<file path="config.mk">
export PLATFORM = sky130hd
export DESIGN_NAME = multiword_add_subt_ctrl
export DESIGN_NICKNAME = d
export VERILOG_FILES = /design/src/rtl/multiword_add_subt_ctrl.sv
export SDC_FILE = /design/constraint.sdc
export NUM_CORES = 1
export LEC_CHECK = 0
export BUFFER_PORTS_ARGS = -buffer_cell sky130_fd_sc_hd__buf_4
export CAP_MARGIN = 20
export CORE_MARGIN = 4
export CORE_UTILIZATION = 50
export DETAILED_ROUTE_END_ITERATION = 12
export GPL_TIMING_DRIVEN = 0
export HOLD_SLACK_MARGIN = 0.1
export PLACE_DENSITY = 0.74
export SETUP_SLACK_MARGIN = 0.15
export SLEW_MARGIN = 5
export SYNTH_ARGS = -nofsm -noshare
export SYNTH_HDL_FRONTEND = slang
export SYNTH_SLANG_ARGS = --single-unit
</file>
<file path="constraint.sdc">
create_clock -name clk -period 13.5 [get_ports clk]
set_clock_uncertainty 0.2 [all_clocks]
set_input_delay 2.025 -clock clk [delete_from_list [all_inputs] [get_ports clk]]
set_output_delay 2.025 -clock clk [all_outputs]
set_load 0.03 [all_outputs]
</file>
<file path="src/rtl/multiword_add_subt_ctrl.sv">
`default_nettype none
// +------------------------------------------------------------------------+
// | multiword_add_subt_ctrl: wide add/sub over one shared SW-bit adder     |
// | Rev 1.0                                                                |
// +------------------------------------------------------------------------+

module Full_Adder_PG #(
  parameter int SW = 26
) (
  input  logic [SW-1:0] Op_A_i,
  input  logic [SW-1:0] Op_B_i,
  input  logic          C_i,
  output logic [SW-1:0] S_o,
  output logic          C_o,
  output logic          P_o,
  output logic          G_o
);
  logic [SW-1:0] p;
  logic [SW-1:0] g;
  logic [SW:0]   c;
  logic [SW:0]   gg;

  assign c[0]  = C_i;
  assign gg[0] = 1'b0;

  // gg is the carry chain with zero carry-in, i.e. the group generate
  for (genvar i = 0; i < SW; i++) begin : g_bit
    assign p[i]    = Op_A_i[i] ^ Op_B_i[i];
    assign g[i]    = Op_A_i[i] & Op_B_i[i];
    assign S_o[i]  = p[i] ^ c[i];
    assign c[i+1]  = g[i] | (p[i] & c[i]);
    assign gg[i+1] = g[i] | (p[i] & gg[i]);
  end

  assign C_o = c[SW];
  assign P_o = &p;
  assign G_o = gg[SW];
endmodule

module multiword_add_subt_ctrl #(
  parameter int SW = 26,
  parameter int NW = 4
) (
  input  logic             clk,
  input  logic             rst,
  input  logic             Start_i,
  input  logic             Op_i,
  input  logic [SW*NW-1:0] Op_A_i,
  input  logic [SW*NW-1:0] Op_B_i,
  output logic             Busy_o,
  output logic             Ready_o,
  output logic [SW*NW-1:0] Result_o,
  output logic             C_o,
  output logic             Zero_o,
  output logic             Ovf_o
);
  localparam int W  = SW * NW;
  localparam int CW = (NW > 1) ? $clog2(NW) : 1;

  typedef enum logic [1:0] {
    IDLE = 2'd0,
    RUN  = 2'd1,
    DONE = 2'd2
  } state_t;

  state_t        state_q, state_d;
  logic [CW-1:0] cnt_q, cnt_d;
  logic          carry_q, carry_d;
  logic          sticky_q, sticky_d;
  logic [W-1:0]  op_a_q, op_a_d;
  logic [W-1:0]  beff_q, beff_d;
  logic [W-1:0]  result_q, result_d;
  logic          c_q, c_d;
  logic          zero_q, zero_d;
  logic          ovf_q, ovf_d;

  logic [SW-1:0] a_word;
  logic [SW-1:0] b_word;
  logic [SW-1:0] sum;
  logic          add_co;
  logic          unused_p;
  logic          unused_g;

  always_comb begin
    a_word = '0;
    b_word = '0;
    for (int k = 0; k < NW; k++) begin
      if (cnt_q == CW'(k)) begin
        a_word = op_a_q[k*SW +: SW];
        b_word = beff_q[k*SW +: SW];
      end
    end
  end

  Full_Adder_PG #(.SW(SW)) u_adder (
    .Op_A_i (a_word),
    .Op_B_i (b_word),
    .C_i    (carry_q),
    .S_o    (sum),
    .C_o    (add_co),
    .P_o    (unused_p),
    .G_o    (unused_g)
  );

  always_comb begin
    state_d  = state_q;
    cnt_d    = cnt_q;
    carry_d  = carry_q;
    sticky_d = sticky_q;
    op_a_d   = op_a_q;
    beff_d   = beff_q;
    result_d = result_q;
    c_d      = c_q;
    zero_d   = zero_q;
    ovf_d    = ovf_q;

    case (state_q)
      IDLE, DONE: begin
        // DONE accepts a new request so back-to-back operations lose no cycle
        if (Start_i) begin
          op_a_d   = Op_A_i;
          beff_d   = Op_B_i ^ {W{Op_i}};
          carry_d  = Op_i;
          cnt_d    = '0;
          sticky_d = 1'b1;
          state_d  = RUN;
        end else begin
          state_d  = IDLE;
        end
      end
      RUN: begin
        for (int k = 0; k < NW; k++) begin
          if (cnt_q == CW'(k)) result_d[k*SW +: SW] = sum;
        end
        carry_d  = add_co;
        sticky_d = sticky_q & ~(|sum);
        if (cnt_q == CW'(NW - 1)) begin
          c_d     = add_co;
          ovf_d   = (a_word[SW-1] == b_word[SW-1]) && (sum[SW-1] != a_word[SW-1]);
          zero_d  = sticky_d;
          state_d = DONE;
        end else begin
          cnt_d   = cnt_q + CW'(1);
        end
      end
      default: state_d = IDLE;
    endcase
  end

  always_ff @(posedge clk or posedge rst) begin
    if (rst) begin
      state_q  <= IDLE;
      cnt_q    <= '0;
      carry_q  <= 1'b0;
      sticky_q <= 1'b0;
      op_a_q   <= '0;
      beff_q   <= '0;
      result_q <= '0;
      c_q      <= 1'b0;
      zero_q   <= 1'b0;
      ovf_q    <= 1'b0;
    end else begin
      state_q  <= state_d;
      cnt_q    <= cnt_d;
      carry_q  <= carry_d;
      sticky_q <= sticky_d;
      op_a_q   <= op_a_d;
      beff_q   <= beff_d;
      result_q <= result_d;
      c_q      <= c_d;
      zero_q   <= zero_d;
      ovf_q    <= ovf_d;
    end
  end

  assign Busy_o   = (state_q == RUN);
  assign Ready_o  = (state_q == DONE);
  assign Result_o = result_q;
  assign C_o      = c_q;
  assign Zero_o   = zero_q;
  assign Ovf_o    = ovf_q;
endmodule
`default_nettype wire

</file>
==> impl_metrics.toml, run 1 <==
[sta]
rsz0062_at_grt = "no"
hold_viol = 0
fin_setup_tns_ns = 0
setup_viol = 0
fin_crit_sh_pct = 95.6
tightest_slew_ns = 0.873
max_freq_mhz = 77.5
holdWs_ns = 0.280
slew_viol_final = 0
maxSlewHeadroom_pct = 40.3
fin_crit_ns = 12.91
setup_slack_ns = 0.588

[synth]
syn_avg_cell_area_um2 = 10.8
synth_seq_cells = 321
yosysWarnings = 0
synth-main-ff-cell = "dfrtp_1"
yosys.area_share.simple_pct = 12.1
synthMuxAreaShare_pct = 9.26
synth_fa_ha_area_share_pct = 3.91
async_flop_share_pct = 100
synth_compound_gate_area_share_pct = 11.4
synth_top_family_by_area = "simple AND/OR/NAND/NOR gates"
synth-seq-area-share_pct = 53.8
syn-cell-area_um2 = 14900
synth_cell_types = 28
synthCells = 1380
synthesis.nets = 1623
synthXorXnorAreaFrac_pct = 6.10
synth_edf_count = 0

[floorplan]
die_y_um = 181
core_area_um2 = 29100
io_pins = 321
dieArea_um2 = 32700
rows = 62
fp.dieW_um = 181
initial_core_util_pct = 51.3

[setup_path]
cp-end-kind = "flip-flop"
cp.arrival_ns = 13.15
cp_common_cell = "fa_2"
slowest_stage = "fa_1"
cp-start-kind = "flip-flop"
path_max_fanout = 10
slowest_delay_ns = 0.46
path_class = "flip-flop to flip-flop"
cp.required_ns = 13.74

[route]
routed_wl_um = 46200
drcViolationCount = 0
drt_pass1_iterations = 5
dr.first_iter.drc_count = 762
wl_per_cell_um = 21.4
vias_per_cell = 5.53
antenna_left = 0
via_count = 11904

[global_route]
track_usage_pct = 27.6
globalRoute.totalOverflow = 0
grt_max_degree = 122
grt_pass1_vias = 12331
grt_first_pass_wirelength_um = 70700
antenna_found_initial = 1

[clock_tree]
clk_path_buf_depth = 3
cts_buffers = 35
cts_tree = "yes"
cts_hold_buf = 0
cts-root-buf = "clkbuf_16"
cts.htree.levels = 2
clk_latency_ns = 0.51
cts.reportedPaths.clkPinSlew_ns = 0.06
clock-sinks = 321

[power]
p_leak_nw = 8.70
ir_worst_vdd_mv = 0.153
power_density_nw_per_um2 = 311

[finish]
register_area_um2 = 8030
nets = 1988
final_area_um2 = 19300
nFillCells = 2270
multi_input_area_um2 = 6480
areaGrowthSynthToFinish_pct = 29.2
post-route-util_pct = 66.3
drive_gt1_share_pct = 33.5

[min_path]
hold_class = "flip-flop to flip-flop"

[run]
cap_violations = 0

[outcome]
status = "completed"

[placement]
routabilityCongestion = 0.866
port_buffers = 319
post-place-ws_ns = -0.907
dpl_cell_area_um2 = 17900
place_hpwl_um = 35700
critical path, delay by kind of cell (launching register included):
kind	cells	cell delay, ns
adder cells (fa/ha/maj)	27	10.41
AND/OR/NAND/NOR	4	0.66
AO/OA/AOI/OAI	4	0.57
buffers and inverters	5	0.55
flip-flops	1	0.45
area by class of cell:
type / instances / area share (%)
flip-flops and latches: 321 / 41.6
multi-input cells: 944 / 33.6
repair buffers: 328 / 13.0
clock buffers: 49 / 5.40
plain buffers: 108 / 2.88
well taps: 384 / 2.49
clock inverters: 11 / 0.830
inverters: 7 / 0.175
diodes: 1 / 0.0130
what timing repair did:
item	in CTS	in global routing
resized for setup	35	8
setup endpoints to repair	13	7
pin swaps	2	4
buffers inserted	6	1
final timing paths:
kind                                             start                     end  slack [ns]  cells after the start
worst max-delay path              cnt_q[0]$_DFFE_PP0P_      Zero_o$_DFFE_PP0P_        0.59                     40
worst min-delay path            beff_q[12]$_DFFE_PP0P_  beff_q[12]$_DFFE_PP0P_        0.28                      2
worst max register to register    cnt_q[0]$_DFFE_PP0P_      Zero_o$_DFFE_PP0P_        0.59                     40
worst min register to register  beff_q[12]$_DFFE_PP0P_  beff_q[12]$_DFFE_PP0P_        0.28                      2
max in group asynchronous                          rst    cnt_q[0]$_DFFE_PP0P_       10.69                      3
min in group asynchronous                          rst  op_a_q[10]$_DFFE_PP0P_        1.37                      2
cell usage after synthesis, drive strengths merged (17+ instances only):
master / instances / area [um^2]
buf: 59 / 300
fa: 26 / 521
a21oi: 58 / 290
nand2: 216 / 811
nor2b: 74 / 463
mux2: 121 / 1360
xnor2: 104 / 911
a221oi: 44 / 385
and2b: 17 / 128
o21ai: 203 / 1020
nor3: 45 / 225
dfrtp: 321 / 8030
clkbuf: 49 / 184
per-stage QoR:
step                std cells  power, mW
floorplan                1380       3.60
global placement         2083       4.76
detailed placement       2085       4.85
CTS                      2151       5.97
global route             2153       6.36
finish                   2153       5.99
logic make-up (layout without fill, tap and decap cells):
logic type	count (synthesis)	in the layout
and+or+nand+nor	380	380
DFF	321	321
AOI/OAI and AO/OA	306	306
muxes	123	123
buffers and inverters	115	503
xor gates and xnor gates	104	104
adders and majority gates	31	31
other	0	1
metal layers:
layer,global-route usage (%),part of all wire [%],vias up
li1,-,-,5432
met1,37.4,41,5876
met2,45.0,48,508
met3,4.71,7.7,88
met4,10.4,4.0,0
met5,0,0,-
report_power, final:
part	internal (mW)	total, mW	switching, mW
clock	0.613	0.994	0.381
combinational	1.28	3.29	2.01
sequential	1.45	1.71	0.264
cell usage in the layout, fill, tap and decap left out, types with 4 or more instances in the layout:
| cell type | n |
|---|---|
| inv_1 | 4 |
| nand3_1 | 5 |
| clkinv_2 | 5 |
| bufinv_16 | 4 |
| buf_4 | 331 |
| a221oi_1 | 44 |
| buf_2 | 43 |
| nand2_1 | 216 |
| clkbuf_8 | 8 |
| buf_6 | 4 |
| fa_2 | 21 |
| xnor2_1 | 104 |
| buf_1 | 6 |
| and2b_1 | 17 |
| o21ai_0 | 200 |
| nand3b_1 | 7 |
| nor3_1 | 45 |
| nand2b_1 | 4 |
| mux2_2 | 121 |
| dfrtp_1 | 320 |
| nor2b_1 | 74 |
| clkbuf_1 | 50 |
| a21oi_1 | 56 |
| clkbuf_16 | 38 |
| fa_1 | 5 |
| nand4_1 | 5 |
registers in the layout (all words and copies together), names as in the netlist:
signal    cells
C_o           1
Ovf_o         1
Result_o    104
Zero_o        1
beff_q      104
carry_q       1
cnt_q         2
op_a_q      104
state_q       2
sticky_q      1
Note: power is estimated with default switching activity, not from simulation.
==> run 2, diff against run 1 <==
--- a/config.mk
+++ b/config.mk
@@ -6,8 +6,11 @@
 export NUM_CORES = 1
 export LEC_CHECK = 0
+export ABC_CLOCK_PERIOD_IN_PS = 13500
 export BUFFER_PORTS_ARGS = -buffer_cell sky130_fd_sc_hd__buf_4
 export CAP_MARGIN = 20
+export CELL_PAD_IN_SITES_DETAIL_PLACEMENT = 0
+export CELL_PAD_IN_SITES_GLOBAL_PLACEMENT = 1
 export CORE_MARGIN = 4
-export CORE_UTILIZATION = 50
+export CORE_UTILIZATION = 39
 export DETAILED_ROUTE_END_ITERATION = 12
 export GPL_TIMING_DRIVEN = 0
==> constraint.sdc (replaced) <==
create_clock -name clk -period 13.5 [get_ports clk]
set_clock_uncertainty 0.2 [all_clocks]
set_input_delay 3.375 -clock clk [delete_from_list [all_inputs] [get_ports clk]]
set_output_delay 3.375 -clock clk [all_outputs]
set_load 0.03 [all_outputs]
==> impl_metrics.toml, run 2 (same netlist as run 1, synthesis figures left out) <==
[sta]
fin_crit_sh_pct = 96.0
slew_viol_final = 0
hold_viol = 0
setup_slack_ns = 0.536
rsz0062_at_grt = "no"
max_freq_mhz = 77.1
tightest_slew_ns = 0.915
setup_viol = 0
fin_crit_ns = 12.96
maxSlewHeadroom_pct = 37.4

[clock_tree]
cts.htree.levels = 2
cts_tree = "yes"
clk_path_buf_depth = 3
clock-sinks = 321
cts-root-buf = "clkbuf_16"
clk_latency_ns = 0.50
cts_buffers = 36
cts.reportedPaths.clkPinSlew_ns = 0.06
cts_hold_buf = 0

[setup_path]
cp-start-kind = "flip-flop"
slowest_stage = "fa_1"
cp-end-kind = "flip-flop"
cp.arrival_ns = 13.20
slowest_delay_ns = 0.46
crit_family = "adder cells"
critPathBufInv = 5
path_max_fanout = 10
cp.required_ns = 13.74
cp_common_cell = "fa_2"
path_class = "flip-flop to flip-flop"

[finish]
final_cell_mix = "buf_4 (331), dfrtp_1 (320), nand2_1 (216)"
nets = 1987
drive_gt1_share_pct = 33.7
diodes = 0
mostFrequentLayoutCell = "buf_4"
post-route-util_pct = 51.4
areaGrowthSynthToFinish_pct = 29.9

[floorplan]
fp.dieW_um = 204
initial_core_util_pct = 39.5
core_area_um2 = 37800
die_y_um = 204
rows = 71
io_pins = 321
dieArea_um2 = 41500

[route]
top_layer = "met4"
wl_per_cell_um = 21.3
drcViolationCount = 0
via_count = 11390
antenna_left = 0
wl_met3_um = 2720
dr.first_iter.drc_count = 670
vias_per_cell = 5.00
routed_wl_um = 48600
drt_pass1_iterations = 5
met1Wirelength_um = 21800
dr_wl_met2_um = 23200

[global_route]
grt_pass1_vias = 12181
track_usage_pct = 23.2
grt_max_degree = 120
globalRoute.totalOverflow = 0
antenna_found_initial = 0
grt_first_pass_wirelength_um = 74100

[power]
p_leak_nw = 8.68
p_switching_mw = 2.68
clockPowerShare_pct = 16.0
seq_power_share_pct = 28.3
combPwrFrac_pct = 55.7
ir_worst_vdd_mv = 0.135
p_sw_share_pct = 44.7
p_int_mw = 3.32
power_density_nw_per_um2 = 310

[placement]
place_hpwl_um = 38400
routabilityCongestion = 0.827
port_buffers = 319
post-place-ws_ns = -1.15

[min_path]
hold_class = "flip-flop to flip-flop"

[run]
cap_violations = 0

[outcome]
status = "completed"
-- run 2: metal layers --
layer  up-vias  global-route usage, %
met1      5581                   32.6
met3        52                   4.44
met4         0                   4.48
met2       324                   38.2
li1       5433                      -
met5         -                      0
-- run 2: final timing paths --
kind / from / endpoint / cells after the start / slack, ns
setup / recovery: cnt_q[1]$_DFFE_PP0P_ / Zero_o$_DFFE_PP0P_ / 39 / 0.54
hold / removal: beff_q[17]$_DFFE_PP0P_ / beff_q[17]$_DFFE_PP0P_ / 2 / 0.27
setup reg to reg: cnt_q[1]$_DFFE_PP0P_ / Zero_o$_DFFE_PP0P_ / 39 / 0.54
hold reg to reg: beff_q[17]$_DFFE_PP0P_ / beff_q[17]$_DFFE_PP0P_ / 2 / 0.27
max in group asynchronous: rst / beff_q[34]$_DFFE_PP0P_ / 3 / 9.26
min in group asynchronous: rst / op_a_q[8]$_DFFE_PP0P_ / 2 / 2.77
-- run 2: worst register-to-register path: cells and delay by family (launching register included) --
family                   cells  cell delay, ns
AND/OR/NAND/NOR              3            0.62
AO/OA/AOI/OAI                4            0.54
buffers and inverters        5            0.68
flip-flops                   1            0.41
adder cells (fa/ha/maj)     27           10.43
-- run 2: area by class of cell --
type | instances | area [um^2]
Fill cell | 3525 | 18400
Tap cell | 511 | 639
Multi-Input combinational cell | 944 | 6490
Clock buffer | 53 | 1100
Clock inverter | 8 | 65.1
Inverter | 7 | 33.8
Timing Repair Buffer | 326 | 2490
Buffer | 108 | 548
Sequential cell | 321 | 8030
-- run 2: stage by stage --
| stage | cell area [um^2] | hold slack, ns | total power [mW] | cells | setup TNS (ns) |
|---|---|---|---|---|---|
| finish | 19400 | 0.274 | 6.00 | 2278 | 0 |
| global placement | 18000 | 0.261 | 4.86 | 2210 | -850.29 |
| CTS | 19400 | 0.281 | 6.01 | 2278 | 0 |
| floorplan | 15000 | 0.242 | 3.60 | 1380 | 0 |
| detailed placement | 18100 | 0.269 | 4.93 | 2212 | -7.12 |
| global route | 19400 | 0.296 | 6.41 | 2278 | 0 |
-- run 2: repair_timing --
| action | in CTS | in global routing |
|---|---|---|
| buffers inserted | 5 | 0 |
| pin swaps | 4 | 3 |
| gates resized for setup | 34 | 12 |
| setup endpoints to repair | 13 | 7 |
-- run 2: power by group through the flow --
stage	logic, mW	registers (mW)	clock network (mW)
floorplan	1.66	1.93	0
detailed placement	3.21	1.71	0
CTS	3.34	1.70	0.977
finish	3.34	1.70	0.962
global placement	3.16	1.70	0
global route	3.64	1.76	1.02
==> run 3, diff against run 2 <==
- ABC_CLOCK_PERIOD_IN_PS: 13500 -> 13300
- CORE_UTILIZATION: 39 -> 43
- PLACE_DENSITY: 0.74 -> 0.78
- clock period: 13.5 -> 13.3 ns (I/O delays scaled with it)
==> impl_metrics.toml, run 3 (same netlist as run 1, synthesis figures left out) <==
[global_route]
grt_first_pass_wirelength_um = 73400
globalRoute.totalOverflow = 0
track_usage_pct = 25.0
grt_pass1_vias = 12075
grt_max_degree = 121
antenna_found_initial = 2

[power]
ir_worst_vdd_mv = 0.176
power_density_nw_per_um2 = 315
fin_total_pwr_mw = 6.11
p_leak_nw = 8.72

[route]
drt_pass1_iterations = 5
vias_per_cell = 5.24
dr.first_iter.drc_count = 679
antenna_left = 0
via_count = 11663
routed_wl_um = 48400
wl_per_cell_um = 21.8
drcViolationCount = 0

[setup_path]
path_class = "flip-flop to flip-flop"
reg2reg_to = "Zero_o$_DFFE_PP0P_"
cp.required_ns = 13.55
slowest_delay_ns = 0.45
cp-end-kind = "flip-flop"
cp.arrival_ns = 13.08
r2r_slack_ns = 0.47
cp_common_cell = "fa_2"
reg2regPathDepth = 39
slowest_stage = "fa_1"
path_max_fanout = 10
r2r-start = "cnt_q[1]$_DFFE_PP0P_"
cp-start-kind = "flip-flop"

[finish]
final_cell_mix = "buf_4 (333), dfrtp_1 (320), nand2_1 (216)"
areaGrowthSynthToFinish_pct = 29.9
nets = 1990
mostFrequentLayoutCell = "buf_4"
drive_gt1_share_pct = 33.9

[clock_tree]
cts-root-buf = "clkbuf_16"
clk_latency_ns = 0.52
cts.htree.levels = 2
cts_tree = "yes"
cts_hold_buf = 0
clock-sinks = 321
cts_buffers = 37
cts.reportedPaths.clkPinSlew_ns = 0.06
clk_path_buf_depth = 3

[floorplan]
die_y_um = 194
fp.dieW_um = 194
core_area_um2 = 33900
io_pins = 321
dieArea_um2 = 37800
rows = 67
initial_core_util_pct = 44.1

[placement]
port_buffers = 319
place_hpwl_um = 37800
routabilityCongestion = 0.847

[sta]
hold_viol = 0
max_freq_mhz = 77.9
fin_setup_tns_ns = 0
fin_crit_sh_pct = 96.5
setup_viol = 0
maxSlewHeadroom_pct = 36.6
slew_viol_final = 0
rsz0062_at_grt = "no"
fin_crit_ns = 12.83
tightest_slew_ns = 0.926

[outcome]
status = "completed"

[min_path]
hold_end = "beff_q[4]$_DFFE_PP0P_"
min_path_cells = 2
min_from = "beff_q[4]$_DFFE_PP0P_"
hold_class = "flip-flop to flip-flop"

[run]
cap_violations = 0
run 3: per-stage QoR:
stage / cells / utilization [%] / area (um^2) / hold WS [ns] / setup slack [ns]
after CTS: 2222 / 57.2 / 19400 / 0.280 / 0.186
after detailed placement: 2149 / 53.1 / 18000 / 0.266 / -0.972
after floorplan: 1380 / - / 15000 / 0.242 / 0.177
after global routing: 2224 / 57.2 / 19400 / 0.292 / 0.110
after global placement: 2147 / 52.9 / 17900 / 0.258 / -2.71
final: 2224 / 57.2 / 19400 / 0.273 / 0.466
run 3: cell type report:
type	count	area (um^2)
Inverter	7	33.8
Clock inverter	12	95.1
Sequential cell	321	8030
Timing Repair Buffer	328	2500
Fill cell	3017	14500
Multi-Input combinational cell	944	6480
Tap cell	448	561
Clock buffer	55	1130
Buffer	108	552
Antenna cell	1	2.50
run 3: metal layers:
metal / up-vias / part of all wire (%) / GRT usage, %
met3: 51 / 5.8 / 4.35
met4: 2 / 1.6 / 4.40
met2: 352 / 48 / 41.8
met5: - / 0.027 / 0
met1: 5821 / 44 / 35.1
li1: 5437 / - / -
run 3: what timing repair did:
item | CTS | global route
pin swaps | 6 | 4
setup endpoints to repair | 13 | 7
buffers inserted | 6 | 1
gates resized for setup | 34 | 10
run 3: critical path, delay by kind of cell (launching register included):
family          cells  cell delay (ns)
fa+ha+maj          27            10.30
buf+inv             5             0.68
simple gates        3             0.62
compound gates      4             0.56
flops               1             0.42
run 3: worst max-delay path by stage:
stage                              start                endpoint  slack [ns]  cells after the start
floorplan           cnt_q[0]$_DFFE_PP0P_      Zero_o$_DFFE_PP0P_        0.18                     39
global placement                     rst  beff_q[13]$_DFFE_PP0P_       -2.71                      2
detailed placement  cnt_q[1]$_DFFE_PP0P_      Zero_o$_DFFE_PP0P_       -0.97                     40
CTS                 cnt_q[1]$_DFFE_PP0P_      Zero_o$_DFFE_PP0P_        0.19                     39
global route        cnt_q[0]$_DFFE_PP0P_      Zero_o$_DFFE_PP0P_        0.11                     40
finish              cnt_q[1]$_DFFE_PP0P_      Zero_o$_DFFE_PP0P_        0.47                     39
run 3: where the power goes:
part | switching [mW] | total [mW] | internal (mW) | leakage [nW]
clock network | 0.408 | 1.01 | 0.607 | 0.608
registers | 0.270 | 1.74 | 1.47 | 3.91
logic | 2.05 | 3.36 | 1.31 | 4.20
total | 2.72 | 6.11 | 3.39 | 8.72
